**src/rtl/frame_render_scheduler.sv**
```systemverilog
// frame_render_scheduler: runs enabled renderer layers in index order into the back buffer, forwarding the active layer's on-screen writes.
// Ports: Clk/Reset (async, active-high); new_frame, fb_render_ack in; fb_render_done pulse out;
// fb_we/fb_coords/fb_color registered framebuffer write port, coords packed {x, y};
// layer_en/layer_start/layer_done/layer_we/layer_coords/layer_color per-layer handshake and write buses;
// active_layer, frame_cnt, overrun_cnt, timeout_flag status.
module frame_render_scheduler #(
  parameter int NUM_LAYERS    = 2,
  parameter int SCREEN_W      = 320,
  parameter int SCREEN_H      = 240,
  parameter int LAYER_TIMEOUT = 65535,
  parameter int X_W           = 10,
  parameter int Y_W           = 10,
  parameter int C_W           = 8
) (
  input  logic                            Clk,
  input  logic                            Reset,
  input  logic                            new_frame,
  input  logic                            fb_render_ack,
  output logic                            fb_render_done,
  output logic                            fb_we,
  output logic [X_W+Y_W-1:0]              fb_coords,
  output logic [C_W-1:0]                  fb_color,
  input  logic [NUM_LAYERS-1:0]           layer_en,
  output logic [NUM_LAYERS-1:0]           layer_start,
  input  logic [NUM_LAYERS-1:0]           layer_done,
  input  logic [NUM_LAYERS-1:0]           layer_we,
  input  logic [NUM_LAYERS*(X_W+Y_W)-1:0] layer_coords,
  input  logic [NUM_LAYERS*C_W-1:0]       layer_color,
  output logic [1:0]                      active_layer,
  output logic [15:0]                     frame_cnt,
  output logic [7:0]                      overrun_cnt,
  output logic                            timeout_flag
);
  localparam int XY_W = X_W + Y_W;
  typedef enum logic [1:0] {IDLE, START, RUN, FINISH} state_t;
  state_t state_q, state_d;
  logic [1:0] k_q, k_d, first, nxt;
  logic has_nxt, busy, wr, adv;
  logic [NUM_LAYERS-1:0] en_q, en_d;
  logic [15:0] cnt_q, cnt_d, frame_q, frame_d;
  logic [7:0] ovr_q, ovr_d;
  logic tmo_q, tmo_d, we_q, we_d;
  logic [XY_W-1:0] coords_q, coords_d, sel_xy;
  logic [C_W-1:0] color_q, color_d, sel_c;
  logic [3:0] we4, done4, ls4;
  logic [4*XY_W-1:0] lc4;
  logic [4*C_W-1:0] lcol4;
  // Per-layer buses are zero-padded to four lanes so the 2-bit layer index selects without width games.
  always_comb begin
    we4 = 4'(layer_we);
    done4 = 4'(layer_done);
    lc4 = (4*XY_W)'(layer_coords);
    lcol4 = (4*C_W)'(layer_color);
    sel_xy = lc4[k_q*XY_W +: XY_W];
    sel_c = lcol4[k_q*C_W +: C_W];
    first = '0;
    for (int i = NUM_LAYERS - 1; i >= 0; i--) if (layer_en[i]) first = 2'(i);
    nxt = '0;
    has_nxt = 1'b0;
    for (int i = NUM_LAYERS - 1; i >= 0; i--)
      if (en_q[i] && 2'(i) > k_q) begin
        nxt = 2'(i);
        has_nxt = 1'b1;
      end
    busy = state_q == START || state_q == RUN;
    wr = busy && we4[k_q] && 32'(sel_xy[XY_W-1:Y_W]) < SCREEN_W && 32'(sel_xy[Y_W-1:0]) < SCREEN_H;
    // A done on the last allowed cycle wins over the abort, so it never raises the flag.
    adv = state_q == RUN && (done4[k_q] || cnt_q == 16'(LAYER_TIMEOUT - 1));
    ls4 = 4'b1 << k_q;
    layer_start = state_q == START ? ls4[NUM_LAYERS-1:0] : '0;
    fb_render_done = state_q == FINISH;
    active_layer = busy ? k_q : 2'd0;
    we_d = wr;
    coords_d = wr ? sel_xy : coords_q;
    color_d = wr ? sel_c : color_q;
    ovr_d = new_frame && state_q != IDLE && ovr_q != 8'hff ? ovr_q + 8'd1 : ovr_q;
    frame_d = state_q == FINISH ? frame_q + 16'd1 : frame_q;
    tmo_d = tmo_q | (adv && !done4[k_q]);
    cnt_d = state_q == RUN ? cnt_q + 16'd1 : 16'd0;
    en_d = state_q == IDLE && fb_render_ack ? layer_en : en_q;
    state_d = state_q;
    k_d = k_q;
    case (state_q)
      IDLE: if (fb_render_ack) begin
        state_d = |layer_en ? START : FINISH;
        k_d = first;
      end
      START: state_d = RUN;
      RUN: if (adv) begin
        state_d = has_nxt ? START : FINISH;
        k_d = has_nxt ? nxt : k_q;
      end
      default: begin
        state_d = IDLE;
        k_d = 2'd0;
      end
    endcase
  end
  always_ff @(posedge Clk or posedge Reset)
    if (Reset) begin
      state_q <= IDLE;
      k_q <= '0;
      en_q <= '0;
      cnt_q <= '0;
      frame_q <= '0;
      ovr_q <= '0;
      tmo_q <= 1'b0;
      we_q <= 1'b0;
      coords_q <= '0;
      color_q <= '0;
    end else begin
      state_q <= state_d;
      k_q <= k_d;
      en_q <= en_d;
      cnt_q <= cnt_d;
      frame_q <= frame_d;
      ovr_q <= ovr_d;
      tmo_q <= tmo_d;
      we_q <= we_d;
      coords_q <= coords_d;
      color_q <= color_d;
    end
  assign fb_we = we_q;
  assign fb_coords = coords_q;
  assign fb_color = color_q;
  assign frame_cnt = frame_q;
  assign overrun_cnt = ovr_q;
  assign timeout_flag = tmo_q;
endmodule

```
**config.mk**
```make
export PLATFORM = sky130hd
export DESIGN_NAME = frame_render_scheduler
export DESIGN_NICKNAME = d
export VERILOG_FILES = /design/src/rtl/frame_render_scheduler.sv
export SDC_FILE = /design/constraint.sdc
export NUM_CORES = 1
export LEC_CHECK = 0
export BUFFER_PORTS_ARGS = -buffer_cell sky130_fd_sc_hd__buf_2
export CORE_ASPECT_RATIO = 0.7
export CORE_MARGIN = 2
export CORE_UTILIZATION = 50
export CTS_BUF_LIST = sky130_fd_sc_hd__clkbuf_16
export CTS_CLUSTER_SIZE = 28
export DETAILED_ROUTE_END_ITERATION = 10
export HOLD_SLACK_MARGIN = 0.03
export PLACE_DENSITY_LB_ADDON = 0.05
export SYNTH_ARGS = -nofsm -noshare
export SYNTH_HDL_FRONTEND = slang
export SYNTH_SLANG_ARGS = --single-unit
export TNS_END_PERCENT = 30
```
**constraint.sdc**
```tcl
create_clock -name Clk -period 2.2 [get_ports Clk]
set_input_delay 0.11 -clock Clk [delete_from_list [all_inputs] [get_ports Clk]]
set_output_delay 0.11 -clock Clk [all_outputs]
set_load 0.005 [all_outputs]
```
==> flow_summary.json <==
{
  "fin_crit_ns": 1.914,
  "synth_fp_nets": 375,
  "p_leak_uw": 0.002318,
  "grt_pass1_vias": 2369,
  "synth_seq_cells": 74,
  "finalCritPeriodShare_pct": 87.00,
  "vias": 2656,
  "drt_iter0_markers": 111,
  "tns_ns": 0,
  "dp_hpwl_mm": 5.498,
  "final_cells": 532,
  "synthCells": 301,
  "status": "complete, no violations",
  "die-area_um2": 7878,
  "holdCritPathClass": "in2reg",
  "hold_violations": 0,
  "ant_nets": 0,
  "grt_antenna_before_repair": 0,
  "rsz0062_at_grt": "no",
  "row_count": 25,
  "grt_pass1_wl_mm": 11.40,
  "post-cts-setup-buffer-count": 0,
  "grt_max_degree": 51,
  "syn_area_um2": 3587,
  "syn_to_final_growth_pct": 29.16,
  "crit_type": "reg2reg",
  "powerDensity_nw_per_um2": 1080,
  "ir_worst_vdd_uv": 696.6,
  "die_x_um": 105.2,
  "die_h_um": 74.87,
  "path_clk_slew_ns": 0.06,
  "initial_core_util_pct": 52.37,
  "critPathArrivalTime_ns": 2.12,
  "wl_mm": 7.363,
  "max_freq_mhz": 522.5,
  "routed_via_density": 4.992,
  "finalMaxSlewViolations": 0,
  "r2r-start": "k_q[0]$_DFFE_PP0P_",
  "drive_gt1_share_pct": 44.06,
  "end_kind": "flop",
  "gp_congestion": 0.7389,
  "crit_fanout": 29,
  "io_buffer_count": 123,
  "async_reset_ff_share_pct": 100.0,
  "synth_edf_count": 0,
  "min_from": "layer_en[1]",
  "grt.overflow.total": 0,
  "ys.flop_type": "dfrtp_1",
  "pre_cts_ws_ns": 0.2963,
  "critPathLaunchType": "flop",
  "yosysTopAreaCell": "dfrtp_1",
  "yosysUniqueCellTypes": 40,
  "cts.path.max_buffers": 2,
  "max_slew_margin_pct": 60.91,
  "antenna_cells": 0,
  "cp-startpoint": "k_q[0]$_DFFE_PP0P_",
  "drc": 0,
  "cap_violations": 0,
  "cts_sinks": 74,
  "n_fill_cell": 555,
  "coreArea_um2": 6850,
  "first_pass_iters": 6,
  "setup_violations": 0,
  "clk-insertion-delay-late_ns": 0.33,
  "finalWorstSetupSlack_ns": 0.2860,
  "yosys_warnings": 0,
  "synth.area.top_cells": "dfrtp_1 52%, mux2_2 14%, xnor2_1 6.6%",
  "fin_worst_skew_ns": 0.005730,
  "dpl.cell_count": 515,
  "worst_pin_slew_ns": 0.5851,
  "ios": 125,
  "syn_area_per_cell_um2": 11.92,
  "synth_top_area_share_pct": 51.62,
  "crit_required_ns": 2.41,
  "ys_seq_area_share_pct": 51.62,
  "track_usage_pct": 18.97,
  "htree_levels": 3,
  "layout.nets": 507,
  "cts_root_buffer": "clkbuf_16",
  "routedWlPerCell_um": 13.84,
  "cts_buffers": 9,
  "tritoncts": "yes"
}
==> stage by stage <==
stage	hold slack, ns	utilization (%)	cell area (um^2)	total power (uW)
after floorplan	0.2666	-	3587	3007
after global placement	0.1828	63.43	4345	3660
after detailed placement	0.1756	63.43	4345	3708
after CTS	0.06395	67.63	4633	5075
after global routing	0.08251	67.63	4633	5348
final	0.06828	67.63	4633	5003
==> worst max-delay path: stages (launching register included) <==
cell,delay [ns]
dfrtp_1,0.51
nor4_1,0.36
a21oi_1,0.12
nor3_4,0.22
buf_12,0.21
mux2_2,0.35
==> area by class of cell <==
class	instances	area, um^2	area share, %
Sequential cell	74	1852	39.97
Multi-Input combinational cell	211	1660	35.84
Timing Repair Buffer	131	703.2	15.18
Clock buffer	9	225.2	4.861
Tap cell	94	117.6	2.538
Clock inverter	7	52.55	1.134
Inverter	6	22.52	0.4861
==> worst paths after layout <==
check	to	slack, ns	cells past startpoint
max	fb_coords[17]$_DFFE_PP0P_	0.29	5
min	en_q[1]$_DFFE_PP0P_	0.07	3
max reg2reg	fb_coords[17]$_DFFE_PP0P_	0.29	5
min reg2reg	frame_cnt[15]$_DFFE_PP0P_	0.47	1
max in group asynchronous	fb_color[4]$_DFFE_PP0P_	1.19	4
min in group asynchronous	overrun_cnt[0]$_DFFE_PP0P_	0.37	3
==> flip-flops by register name, indices dropped and copies added (netlist names) <==
name / count
overrun_cnt: 8
cnt_q: 16
k_q: 1
fb_we: 1
frame_cnt: 16
timeout_flag: 1
fb_color: 8
state_q: 2
en_q: 1
fb_coords: 20
==> metal layers <==
layer,GRT usage [%],share of wire [%],up-vias
li1,-,-,1309
met5,0,0,-
met2,29.25,45,100
met1,25.49,47,1237
met4,5.333,0.88,0
met3,7.273,7.3,10
==> cell usage after synthesis, types with 2 or more instances <==
library cell	n
mux2_2	45
and4_1	4
buf_1	2
inv_1	6
xnor2_1	27
buf_2	2
mux2_1	6
nor2_1	8
nand2_1	20
nor3_1	2
buf_4	2
nand4_1	11
and2_1	16
o21ai_0	5
a21oi_1	3
nor2b_1	10
xor2_1	8
and3_1	3
ha_1	8
nand2b_1	6
dfrtp_1	74
nand3_1	13
clkbuf_1	3
==> layout by cell type (no fill, tap or decap), types with 2 or more instances in the layout <==
cell and instances:
a21oi_1 3, and2_1 16, and3_1 3, and4_1 4, buf_12 2, buf_2 123
buf_4 5, clkbuf_16 9, clkinvlp_4 3, dfrtp_1 74, ha_1 8, inv_1 5
inv_6 2, mux2_1 6, mux2_2 45, nand2_1 20, nand2b_1 6, nand3_1 13
nand4_1 11, nor2_1 8, nor2b_1 10, nor3_1 2, o21ai_0 5, xnor2_1 27
xor2_1 8
==> cell families (layout without fill, tap and decap cells) <==
logic type / Yosys count / after routing / share of synthesized area, %
other: 1 / 1 / 0.1045
muxes: 52 / 52 / 16.29
and+or+nand+nor: 98 / 98 / 15.10
buffers and inverters: 16 / 153 / 2.267
AOI/OAI and AO/OA: 17 / 17 / 3.279
xor gates and xnor gates: 35 / 35 / 8.546
adders and majority gates: 8 / 8 / 2.790
DFF: 74 / 74 / 51.62
==> timing repair <==
action	CTS	global route
resized for setup	0	0
endpoints found under the hold margin	24	0
hold buffers	1	0
==> report_power, final <==
| group | switching [uW] | leakage (uW) | internal, uW |
|---|---|---|---|
| combinational | 724 | 0.00122 | 912 |
| clock | 568 | 0.000126 | 768 |
| sequential | 295 | 0.000973 | 1740 |
| total | 1590 | 0.00232 | 3420 |
No activity file was read; power rests on OpenSTA's default activity.
